**config.mk**
```make
export PLATFORM = sky130hd
export DESIGN_NAME = ap_prefix_builder_b8
export DESIGN_NICKNAME = d
export VERILOG_FILES = /design/src/rtl/ap_prefix_builder_b8.sv
export SDC_FILE = /design/constraint.sdc
export NUM_CORES = 1
export LEC_CHECK = 0
export CAP_MARGIN = 20
export CORE_MARGIN = 2
export CORE_UTILIZATION = 48
export DETAILED_ROUTE_END_ITERATION = 10
export MAX_ROUTING_LAYER = met4
export PLACE_DENSITY_LB_ADDON = 0.15
export SYNTH_ARGS = -nofsm -noshare
export SYNTH_HDL_FRONTEND = slang
export SYNTH_SLANG_ARGS = --single-unit
```
**constraint.sdc**
```tcl
create_clock -name clk_i -period 7 [get_ports clk_i]
set_clock_uncertainty 0.15 [all_clocks]
set_input_delay 1.4 -clock clk_i [delete_from_list [all_inputs] [get_ports clk_i]]
set_output_delay 1.4 -clock clk_i [all_outputs]
set_load 0.005 [all_outputs]
```
**src/rtl/ap_prefix_builder_b8.sv**
```systemverilog
// ap_prefix_builder_b8
//   Upstream feeder of the code-8 low-entropy codebook lookup. Symbols (4-bit
//   nibbles) are shifted into an active prefix; the candidate prefix (current
//   prefix plus the offered symbol) is presented combinationally to an external
//   codebook. On a codebook match the codeword is registered for the bit packer
//   and the prefix is cleared. A flush request emits the residual prefix as a
//   flush beat.
//
// Optional feature: define AP_OVERFLOW_CHECK_EN to turn a prefix overflow into
//   a sticky err_o plus a flush beat carrying the overflowing prefix. Without it
//   an overflow silently clears the prefix and err_o is tied low.
//
// Ports
//   clk_i, rst_i        clock, asynchronous active-high reset
//   sym_valid_i/sym_i   input symbol handshake (4'hF = escape/terminator)
//   sym_ready_o         symbol accepted when sym_valid_i & sym_ready_o
//   flush_i             end-of-segment request (edge-qualified)
//   ap_cnt_o/ap_data_o  candidate prefix to codebook (newest nibble in [3:0])
//   cb_match_i, cb_length_i, cb_data_i   codebook response
//   cw_valid_o/cw_ready_i   1-deep output beat handshake
//   cw_flush_o          beat carries a residual prefix instead of a codeword
//   cw_length_o         codeword length or residual nibble count
//   cw_data_o           codeword (right-aligned) or residual prefix
//   err_o               sticky overflow flag
module ap_prefix_builder_b8 #(
  parameter int unsigned CODEBOOK_LENGTH_MAX = 64,
  parameter int unsigned ENCODE_DATALENGTH   = 21,
  parameter int unsigned MAX_PREFIX_LEN      = 12
) (
  input  logic                           clk_i,
  input  logic                           rst_i,
  input  logic                           sym_valid_i,
  input  logic [3:0]                     sym_i,
  output logic                           sym_ready_o,
  input  logic                           flush_i,
  output logic [5:0]                     ap_cnt_o,
  output logic [CODEBOOK_LENGTH_MAX-1:0] ap_data_o,
  input  logic                           cb_match_i,
  input  logic [5:0]                     cb_length_i,
  input  logic [ENCODE_DATALENGTH-1:0]   cb_data_i,
  output logic                           cw_valid_o,
  input  logic                           cw_ready_i,
  output logic                           cw_flush_o,
  output logic [5:0]                     cw_length_o,
  output logic [CODEBOOK_LENGTH_MAX-1:0] cw_data_o,
  output logic                           err_o
);

  localparam logic [5:0] MAX_LEN = 6'(MAX_PREFIX_LEN);

  typedef enum logic {
    ST_ACCUM,
    ST_FLUSH
  } state_t;

  state_t                           r_state;
  logic [5:0]                       r_ap_cnt;
  logic [CODEBOOK_LENGTH_MAX-1:0]   r_ap_data;
  logic                             r_cw_valid;
  logic                             r_cw_flush;
  logic [5:0]                       r_cw_length;
  logic [CODEBOOK_LENGTH_MAX-1:0]   r_cw_data;
  // Cleared when a flush is taken, re-armed once flush_i is seen low, so a
  // held flush_i yields a single flush.
  logic                             r_flush_armed;

  logic w_slot_free;
  logic w_sym_accept;
  logic w_flush_start;
  logic w_overflow;

  assign ap_cnt_o    = r_ap_cnt + 6'd1;
  assign ap_data_o   = {r_ap_data[CODEBOOK_LENGTH_MAX-5:0], sym_i};

  assign w_slot_free   = ~r_cw_valid | cw_ready_i;
  assign sym_ready_o   = (r_state == ST_ACCUM) & ~flush_i & w_slot_free;
  assign w_sym_accept  = sym_valid_i & sym_ready_o;
  assign w_flush_start = (r_state == ST_ACCUM) & flush_i & r_flush_armed;
  assign w_overflow    = ~cb_match_i & (ap_cnt_o >= MAX_LEN);

  assign cw_valid_o  = r_cw_valid;
  assign cw_flush_o  = r_cw_flush;
  assign cw_length_o = r_cw_length;
  assign cw_data_o   = r_cw_data;

`ifdef AP_OVERFLOW_CHECK_EN
  logic r_err;
  assign err_o = r_err;
`else
  assign err_o = 1'b0;
`endif

  always_ff @(posedge clk_i or posedge rst_i) begin
    if (rst_i) begin
      r_state       <= ST_ACCUM;
      r_ap_cnt      <= '0;
      r_ap_data     <= '0;
      r_cw_valid    <= 1'b0;
      r_cw_flush    <= 1'b0;
      r_cw_length   <= '0;
      r_cw_data     <= '0;
      r_flush_armed <= 1'b1;
`ifdef AP_OVERFLOW_CHECK_EN
      r_err         <= 1'b0;
`endif
    end else begin
      // Drain the output slot; a new beat loaded below overrides this, which
      // gives back-to-back beats without a bubble.
      if (cw_ready_i) begin
        r_cw_valid <= 1'b0;
      end
      if (!flush_i) begin
        r_flush_armed <= 1'b1;
      end

      case (r_state)
        ST_ACCUM: begin
          if (w_flush_start) begin
            r_state       <= ST_FLUSH;
            r_flush_armed <= 1'b0;
          end else if (w_sym_accept) begin
            if (cb_match_i) begin
              r_cw_valid  <= 1'b1;
              r_cw_flush  <= 1'b0;
              r_cw_length <= cb_length_i;
              r_cw_data   <= {{(CODEBOOK_LENGTH_MAX-ENCODE_DATALENGTH){1'b0}}, cb_data_i};
              r_ap_cnt    <= '0;
              r_ap_data   <= '0;
            end else if (w_overflow) begin
`ifdef AP_OVERFLOW_CHECK_EN
              r_err       <= 1'b1;
              r_cw_valid  <= 1'b1;
              r_cw_flush  <= 1'b1;
              r_cw_length <= MAX_LEN;
              r_cw_data   <= ap_data_o;
`endif
              r_ap_cnt    <= '0;
              r_ap_data   <= '0;
            end else begin
              r_ap_cnt    <= ap_cnt_o;
              r_ap_data   <= ap_data_o;
            end
          end
        end

        ST_FLUSH: begin
          if (w_slot_free) begin
            if (r_ap_cnt != '0) begin
              r_cw_valid  <= 1'b1;
              r_cw_flush  <= 1'b1;
              r_cw_length <= r_ap_cnt;
              r_cw_data   <= r_ap_data;
            end
            r_ap_cnt  <= '0;
            r_ap_data <= '0;
            r_state   <= ST_ACCUM;
          end
        end

        default: r_state <= ST_ACCUM;
      endcase
    end
  end

endmodule

```
# Word-level counts from Yosys, hierarchy flattened
# Index checks and enable logic that the tools add are counted.
# W data, S select, Z words.
# totals
out_inout_bits	144
elab_cells	72
input_bits	37
reg_bits	144
# classes
mux	43
eq_ne	5
addsub	1
bitwise_logic	11
n_reduce_logical	3
magnitude_cmp	1
# op_table
op	n
$mux W64	10
$pmux W64 S2	2
$mux W6	10
$pmux W6 S2	2
$mux W1	16
$add A6 B1 Y6 const B	1
$and A1 B1 Y1	6
$ge A6 B4 Y1 const B	1
$ne A2 B2 Y1 const B	3
$pmux W1 S2	3
$reduce_bool A6 Y1	1
$reduce_and A5 Y1	1
$ne A2 B1 Y1 const B	2
$not A1 Y1	4
$reduce_and A3 Y1	1
$or A1 B1 Y1	1

# Longest topological paths before layout
# Gate-level depths: netlist (run 1).
# depth
ltp_word	8
mapped_depth	8
depth_no_buf	6

# Worst setup path before layout (run 1)
# OpenSTA, ideal clock, no wires.
# synth_path
path_kind	input to output
start	in cw_ready_i
end	out sym_ready_o
cell_stages	2
t_required_ns	5.450
n_path_buf	0
slack_ns	3.853
t_arrival_ns	1.597
path_cell_list	nor2b_1 -> nor3_1
# synth_between
elab_chain_len	2
# synth_rtl
item	line	text
from (decl)	42	input logic cw_ready_i,
$or A1 B1 Y1	75	assign w_slot_free = ~r_cw_valid | cw_ready_i;
$and A1 B1 Y1	76	assign sym_ready_o = (r_state == ST_ACCUM) & ~flush_i & w_slot_free;
to (decl)	34	output logic sym_ready_o,
# No other way between the ends.

# Worst setup path after layout (run 1)
# layout_path
start	in flush_i
end	out sym_ready_o
# layout_between
elab_chain_len	3
# layout_rtl
item	line	text
from (decl)	35	input logic flush_i,
$not A1 Y1	76	
$and A1 B1 Y1 (2 in a row)	76	
# No other way between the ends.

==> reports/qor.yml, run 1 <==
synthesis.area_mm2: 0.006370
start_util: 0.4868
cts_tree: "built"
fin_util: 0.6384
dpl_cell_area_mm2: 0.007760
drc: 0
total_power_mw: 2.224
post-route-min-period_ns: 4.183
tns_ns: 0
wl_per_cell_um: 16.70
powerDensity_mw_per_mm2: 266.2
synth_cell_types: 40
p_sw_mw: 0.5512
tightest_slew_ns: 1.051
slowest_stage: "clkdlybuf4s50_1"
n_fill_cell: 1060
core-area_mm2: 0.01309
slew_headroom: 0.2991
clk_latency_ns: 0.41
fp.dieH_um: 119.2
rows: 42
clockRootBuffer: "clkbuf_16"
diodes: 0
final_net_count: 717
place_congestion: 0.7964
swShare: 0.2478
regArea_mm2: 0.003606
comb_power_share: 0.163
final_max_slew_viol_count: 0
ioPinCount: 181
vias_per_cell: 5.232
grt_overflow_total: 0
area_growth_pct: 31.13
hold_buffers: 0
clk_path_buf_depth: 2
grt_pass1_wl_mm: 23.92
yosysWarnings: 0
startpoint_type: "primary input"
syn_inst: 580
vias: 4536
cts-resized-gates: 0
hp-class: "reg -> reg"
rsz0062_at_grt: "false"
path_cells: "clkdlybuf4s50_1 -> nor3_1 -> clkdlybuf4s50_1"
cts.htree.levels: 4
drive_gt1_frac: 0.06657
fin_crit_sh: 0.5975
avgSynthCellArea_um2: 10.98
arrival_ns: 2.63
place_hpwl_mm: 9.316
cts_buffers: 17
stdcell_area_mm2: 0.008353
grt_max_degree: 115
io_buffers: 179
fmax_mhz: 239.1
cpLargestDelayFamily: "buffers and inverters"
cpPeakStageDelay_ns: 0.53
criticalPathCategory: "in -> out"
drt-initial-drc-count: 252
multi_input_area_mm2: 0.001904
cp_max_fo: 5
dr.pass1.iters: 4
report.final.hold_viol_count: 0
postCtsSetupRepairBufs: 0
status: "complete, no violations"
cts_sinks: 144
ir_drop_uv: 150.0
end_kind: "output pin"
p_int_mw: 1.673
design.die.area_mm2: 0.01421
grt.total_usage: 0.2212
cp_common_cell: "clkdlybuf4s50_1"
critPathRequiredTime_ns: 5.45
die_w_um: 119.2
drtAntennaViolNets: 0
synth-seq-area-share: 0.5659
grt_pass1_vias: 4660
finalSetupViolations: 0
maxCapViolCount: 0
pwr-share-seq: 0.435
syn_nets: 619
critPathBufInv: 2
antenna_found_initial: 0
routed_wl_mm: 14.48
ys_ff_latch: 144
leakagePower_nw: 3.570
clk_pin_slew_ns: 0.06
clock_power_share: 0.402
[final cells by class]
type / count / share of cell area
inverters: 48 / 0.02217
multi-input cells: 281 / 0.2280
flip-flops and latches: 144 / 0.4317
clock inverters: 9 / 0.01258
repair buffers: 186 / 0.2208
well taps: 176 / 0.02636
clock buffers: 23 / 0.05842
[layout by cell type, fill, tap and decap left out, types with 2 or more instances in the layout]
master and count:
clkbuf_8 4, buf_4 7, nor2b_1 3, a22o_1 66, nor3_1 2, mux2i_1 27, nand3_1 74, ha_1 2
clkbuf_16 17, nand2_1 8, and2_1 2, clkinv_2 4, dfrtp_1 142, inv_6 2, o21ai_0 71, inv_1 47
bufinv_16 2, a21oi_1 2, clkdlybuf4s50_1 179, xnor2_1 2, clkbuf_1 2
[worst paths after layout]
check	start	end	slack, ns	cells past startpoint
setup / recovery	flush_i	sym_ready_o	2.82	3
hold / removal	cw_flush_o$_DFFE_PP0P_	cw_flush_o$_DFFE_PP0P_	0.33	2
setup reg to reg	r_ap_cnt[0]$_DFFE_PP0P_	cw_data_o[16]$_DFFE_PP0P_	4.15	7
hold reg to reg	cw_flush_o$_DFFE_PP0P_	cw_flush_o$_DFFE_PP0P_	0.33	2
max in group asynchronous	rst_i	cw_data_o[28]$_DFFE_PP0P_	4.12	3
min in group asynchronous	rst_i	cw_data_o[47]$_DFFE_PP0P_	1.39	2
[metal layers]
layer | share of wire | GRT usage | vias up
met1 | 0.45 | 0.2864 | 2219
met4 | 0.011 | 0.07143 | 0
met5 | 0 | - | -
li1 | - | - | 2150
met2 | 0.48 | 0.3391 | 154
met3 | 0.066 | 0.06226 | 13
[tightest hold or removal path, cell delays in order (launching register included)]
cell and delay [ns]:
dfrtp_1 0.34, nand2_1 0.05, nand2_1 0.06
[stage by stage]
stage	setup WS, ns	hold slack (ns)	cells
floorplan	1.585	0.2978	580
global placement	2.867	0.3078	835
global route	2.766	0.3608	867
finish	2.817	0.3349	867
CTS	2.808	0.3322	867
detailed placement	2.808	0.3123	835
[synthesized netlist by cell type, drive strengths merged]
cell | n | share of area
a2111oi | 2 | 0.0057
a21o | 1 | 0.0012
a21oi | 2 | 0.0016
a22o | 66 | 0.091
a22oi | 1 | 0.0012
and2 | 3 | 0.0029
and4 | 1 | 0.0014
buf | 85 | 0.097
clkbuf | 22 | 0.013
conb | 1 | 0.00059
dfrtp | 143 | 0.56
dfstp | 1 | 0.0041
ha | 2 | 0.0039
inv | 48 | 0.028
mux2 | 1 | 0.0018
mux2i | 27 | 0.042
nand2 | 8 | 0.0047
nand2b | 1 | 0.00098
nand3 | 74 | 0.058
nand4 | 1 | 0.00098
nor2 | 1 | 0.00059
nor2b | 3 | 0.0029
nor3 | 2 | 0.0016
nor3b | 1 | 0.0012
o2111ai | 1 | 0.0014
o211ai | 1 | 0.0020
o21a | 1 | 0.0012
o21ai | 73 | 0.057
o21ba | 1 | 0.0016
o31ai | 1 | 0.0012
or2 | 1 | 0.00098
or4b | 1 | 0.0016
xnor2 | 2 | 0.0028
xor2 | 1 | 0.0014
[power groups by stage]
stage / sequential [mW] / combinational [mW] / clock (mW)
floorplan: 0.970 / 0.153 / 0
global placement: 0.977 / 0.361 / 0
global route: 0.978 / 0.399 / 0.951
finish: 0.966 / 0.363 / 0.895
detailed placement: 0.979 / 0.366 / 0
CTS: 0.967 / 0.368 / 0.914
[registers in the layout, summed over array words and instances (netlist names)]
| register | cells |
|---|---|
| r_ap_data | 64 |
| cw_flush_o | 1 |
| cw_valid_o | 1 |
| r_flush_armed | 1 |
| r_ap_cnt | 6 |
| cw_length_o | 6 |
| cw_data_o | 64 |
| r_state | 1 |
[logic make-up after synthesis]
group,share of synthesized area
buffers and inverters,0.1383
AOI/OAI and AO/OA,0.1650
DFF,0.5659
and+or+nand+nor,0.07798
muxes,0.04420
xor gates and xnor gates,0.004126
adders and majority gates,0.003928
other,0.0005887
No activity file was read; power rests on OpenSTA's default activity.
==> run 2: changes to the inputs <==
Settings changed: CORE_UTILIZATION 48 to 43.
Clock period 7 ns to 3.7 ns, I/O delays scaled along.
==> run 2 against run 1 <==
First-iteration DRC count up 17%. Total power up 94%. Register-to-register slack worse by 3.5 ns. Combinational power up 96%. Non-clock buffer count up 3. Critical path depth up 1. Final area up 0.87%. Via count up 1.0%. Largest power group unchanged.
==> reports/qor.yml, run 2 (synthesis results as in run 1) <==
status: "complete, no violations"
cts.htree.levels: 4
hp-class: "reg -> reg"
r2r_start: "r_ap_cnt[0]$_DFFE_PP0P_"
routed_wl_mm: 15.21
place_ws_ns: 0.6201
fmax_mhz: 312.4
clk_latency_ns: 0.42
slew_headroom: 0.4310
regArea_mm2: 0.003606
io_buffers: 179
post-route-min-period_ns: 3.202
tns_ns: 0
place_hpwl_mm: 9.885
clock_power_share: 0.413
tightest_slew_ns: 0.8534
comb_power_share: 0.165
grt_max_degree: 145
drt-initial-drc-count: 294
die_w_um: 125.7
cts_sinks: 144
report.final.hold_viol_count: 0
final_cell_mix: "clkdlybuf4s50_1 (179), dfrtp_1 (142), nand3_1 (74), o21ai_0 (71), a22o_1 (66)"
finalSetupViolations: 0
grt_overflow_total: 0
place_congestion: 0.7755
p_sw_mw: 1.085
whs_path_depth: 2
cp_max_fo: 12
critPathRequiredTime_ns: 2.81
wl_per_cell_um: 17.32
drtAntennaViolNets: 0
grt.total_usage: 0.2045
cts_tree: "built"
p_int_mw: 3.221
use_met1: 0.2713
startpoint_type: "flip-flop"
vias_per_cell: 5.219
r2r_end: "cw_data_o[19]$_DFFE_PP0P_"
clk_path_buf_depth: 2
postCtsSetupRepairBufs: 0
fin_crit_sh: 0.8653
diodes: 0
core-area_mm2: 0.01448
ir_drop_uv: 332.4
grt.busiest_layer: "met2"
drc: 0
dr.pass1.iters: 4
instances_no_fill: 878
pwr-share-seq: 0.421
multi_input_area_mm2: 0.001904
grt_pass1_vias: 4667
start_util: 0.4399
hold_buffers: 0
cts-resized-gates: 0
ioPinCount: 181
powerDensity_mw_per_mm2: 511.0
worstRegToRegCells: 7
end_kind: "output pin"
cts_buffers: 17
met2_usage: 0.3072
final_common_cell: "clkdlybuf4s50_1"
arrival_ns: 2.31
leakagePower_nw: 3.581
vias: 4582
final_max_slew_viol_count: 0
final_net_count: 720
whs_endpoint: "r_flush_armed$_DFF_PP1_"
worst_slack_ns: 0.4985
fp.dieH_um: 125.7
swShare: 0.2519
maxCapViolCount: 0
rsz0062_at_grt: "false"
area_growth_pct: 32.27
hp-start: "r_flush_armed$_DFF_PP1_"
rows: 44
grt_pass1_wl_mm: 24.85
rrSetupSlack_ns: 0.66
gr-usage-met3: 0.05098
n_fill_cell: 1223
clk_pin_slew_ns: 0.06
antenna_found_initial: 0
design.die.area_mm2: 0.01580
place_inst: 846
criticalPathCategory: "reg -> out"
drive_gt1_frac: 0.07349
clockRootBuffer: "clkbuf_16"
run 2: cell count changes in the layout (fill, tap and decap cells not counted):
| cell | change |
|---|---|
| clkbuf_1 | -2 |
| buf_4 | +2 |
| buf_12 | +1 |
| clkinv_2 | -2 |
| bufinv_16 | +1 |
| clkinv_4 | -1 |
| clkbuf_8 | -1 |
| clkinvlp_4 | +5 |
run 2: layout make-up:
class | instances | share of cell area
flip-flops and latches | 144 | 0.4280
inverters | 48 | 0.02183
repair buffers | 189 | 0.2230
multi-input cells | 281 | 0.2260
clock buffers | 20 | 0.05539
clock inverters | 12 | 0.01841
well taps | 184 | 0.02732
run 2: worst max path at each step:
stage	start	to
5_1_grt	r_ap_cnt[2]$_DFFE_PP0P_	ap_cnt_o[5]
3_3_place_gp	r_ap_cnt[0]$_DFFE_PP0P_	cw_data_o[14]$_DFFE_PP0P_
4_1_cts	r_ap_cnt[2]$_DFFE_PP0P_	ap_cnt_o[5]
3_5_place_dp	r_ap_cnt[0]$_DFFE_PP0P_	cw_data_o[19]$_DFFE_PP0P_
2_1_floorplan	rst_i	cw_data_o[0]$_DFFE_PP0P_
6_report	r_ap_cnt[2]$_DFFE_PP0P_	ap_cnt_o[5]
run 2: critical path: stages (launching register included):
cell and delay [ns]:
dfrtp_1 0.66, nand3_1 0.17, nor3_1 0.36, or2_2 0.21, clkdlybuf4s50_1 0.50
run 2: power by group through the flow:
stage                     clock network, mW  logic (mW)  registers [mW]
after detailed placement                  0       0.718            1.84
after global routing                   1.88       0.783            1.83
after floorplan                           0       0.290            1.84
after CTS                              1.81       0.721            1.81
final                                  1.78       0.712            1.81
after global placement                    0       0.707            1.83
run 2: stage by stage:
stage                     area [um^2]  hold slack, ns    util  power [mW]
after global placement           7804          0.3088  0.5390       2.539
after global routing             8426          0.3549  0.5819       4.498
after floorplan                  6374          0.2978       -       2.126
after CTS                        8426          0.3372  0.5819       4.346
after detailed placement         7804          0.3240  0.5390       2.555
final                            8426          0.3324  0.5819       4.305
run 2: per-layer routing:
metal  share of wire  wire [um]  up-vias
met5               0          0        -
met2            0.46       7002      152
li1                -          -     2162
met4           0.017        262        0
met1            0.46       7039     2247
met3           0.059        902       21
==> run 3: changes to the inputs <==
Settings changed: SLEW_MARGIN from default to 20.
==> results of run 3 <==
Same layout as run 2: the final DEF is identical, and so are final timing and power.
==> patch (config.mk and constraints of run 1) <==
Set the parameter `CODEBOOK_LENGTH_MAX` to 32 (it was 64).
--- a/src/rtl/ap_prefix_builder_b8.sv
+++ b/src/rtl/ap_prefix_builder_b8.sv
@@ -24,5 +24,5 @@
 //   err_o               sticky overflow flag
 module ap_prefix_builder_b8 #(
-  parameter int unsigned CODEBOOK_LENGTH_MAX = 64,
+  parameter int unsigned CODEBOOK_LENGTH_MAX = 32,
   parameter int unsigned ENCODE_DATALENGTH   = 21,
   parameter int unsigned MAX_PREFIX_LEN      = 12
Interface: changed (resized ap_data_o and cw_data_o); port bits go from 181 to 117. No check against the original RTL was run, so the function may have changed too.
==> patch against run 1 <==
Sequential cell count shrank 64; power down 39%; setup slack worse by 120 ps; design area decreased by 41%; wire length shrank 45%; synthesized area shrank 40%; largest power group unchanged.
==> patch: results (changes against run 1) <==
synthAdderAreaFrac_pct: 0.656  # +0.26 points
rr_endpoint: "r_ap_data[12]$_DFFE_PP0P_"
grt_pass1_vias: 2566  # -45%
syn_nets: 342  # -45%
postRouteWirelength_mm: 7.95  # -45%
synthMuxAreaShare_pct: 18.5  # +14 points
grt_max_degree: 81  # -30%
cts_setup_buffers: 0  # unchanged
grt_pass1_wl_mm: 12.9  # -46%
synthTopCellsByArea: "dfrtp_1 (52%), mux2_2 (11%), a22o_1 (8.0%), mux2_4 (7.9%), buf_4 (6.5%)"
cts_made_buffers: 9  # -8
drt_iter0_drc: 75  # -70%
yosys-top-cells-count: "dfrtp_1 (79), mux2_2 (36), a22o_1 (35)"
leakagePower_uw: 0.00218  # -39%
switching_share_pct: 25.5  # +0.72 points
r2r_slack_ps: 4410  # +260 ps
track_usage_pct: 19.4  # -2.7 points
syn_area_per_cell_sq_um: 12.6  # +15%
clock_latency_ps: 330  # -80 ps
drive_gt1_share_pct: 21.4  # +15 points
finalNonFillerCells: 489  # -44%
synth_xor_xnor_area_share_pct: 0.918  # +0.51 points
p_clk_uw: 325  # -64%
fin_hold_ws_ps: 325  # -10.4 ps
vdd_drop_max_v: 0.000209  # +39%
hpwl_mm: 5.13  # -45%
nets: 421  # -41%
root_buffer: "clkbuf_8"
fillers: 606  # -43%
crit_start: "cw_ready_i"
htree_num_levels: 3  # -1
worstHoldPathType: "flip-flop to flip-flop"
place.port_buffers: 115  # -36%
status: "completed"
place_congestion: 0.750  # -5.9%
power_frac_seq_pct: 44.8  # +1.3 points
setup_slack_ps: 2700  # -118 ps
timing.rr.start: "r_ap_cnt[1]$_DFFE_PP0P_"
critical_path.max_stage_delay_ps: 460  # -70 ps
num_vias: 2508  # -45%
slew_headroom_pct: 33.9  # +4.0 points
clk_pin_slew_ps: 80  # +20 ps
synth_compound_gate_area_share_pct: 11.5  # -5.0 points
ctsLongestPathBuffers: 2  # unchanged
synth_cell_types: 32  # -20%
hold_end: "r_flush_armed$_DFF_PP1_"
ys_seq_area_share_pct: 52.5  # -4.1 points
intPower_uw: 1000  # -40%
worstHoldStart: "r_flush_armed$_DFF_PP1_"
place_area_sq_um: 4770  # -38%
dp_cells: 472  # -43%
cp_data_arrival_time_ps: 2750  # +120 ps
[patch: area by class of cell]
type | instances | area [sq um] | share of cell area (%)
clock inverters | 6 | 60.1 | 1.21
multi-input cells | 166 | 1440 | 29.0
repair buffers | 120 | 1190 | 23.9
inverters | 5 | 20.0 | 0.403
flip-flops and latches | 80 | 2000 | 40.3
well taps | 102 | 128 | 2.57
clock buffers | 10 | 128 | 2.57
[patch: cells by family after synthesis]
logic type / Yosys count
flops: 80
buf+inv: 57
mux: 56
compound gates: 55
simple gates: 48
xor+xnor: 4
fa+ha+maj: 2
other cells: 1
[patch: routing by layer]
metal	GRT usage, %	part of all wire [%]
met1	27.2	47
met2	28.4	46
met3	4.27	6.3
met4	6.50	0.69
met5	-	0
[patch: worst max-delay path, delay by kind of cell]
kind | cells | cell delay, ps
buf+inv | 2 | 880
simple gates | 2 | 470
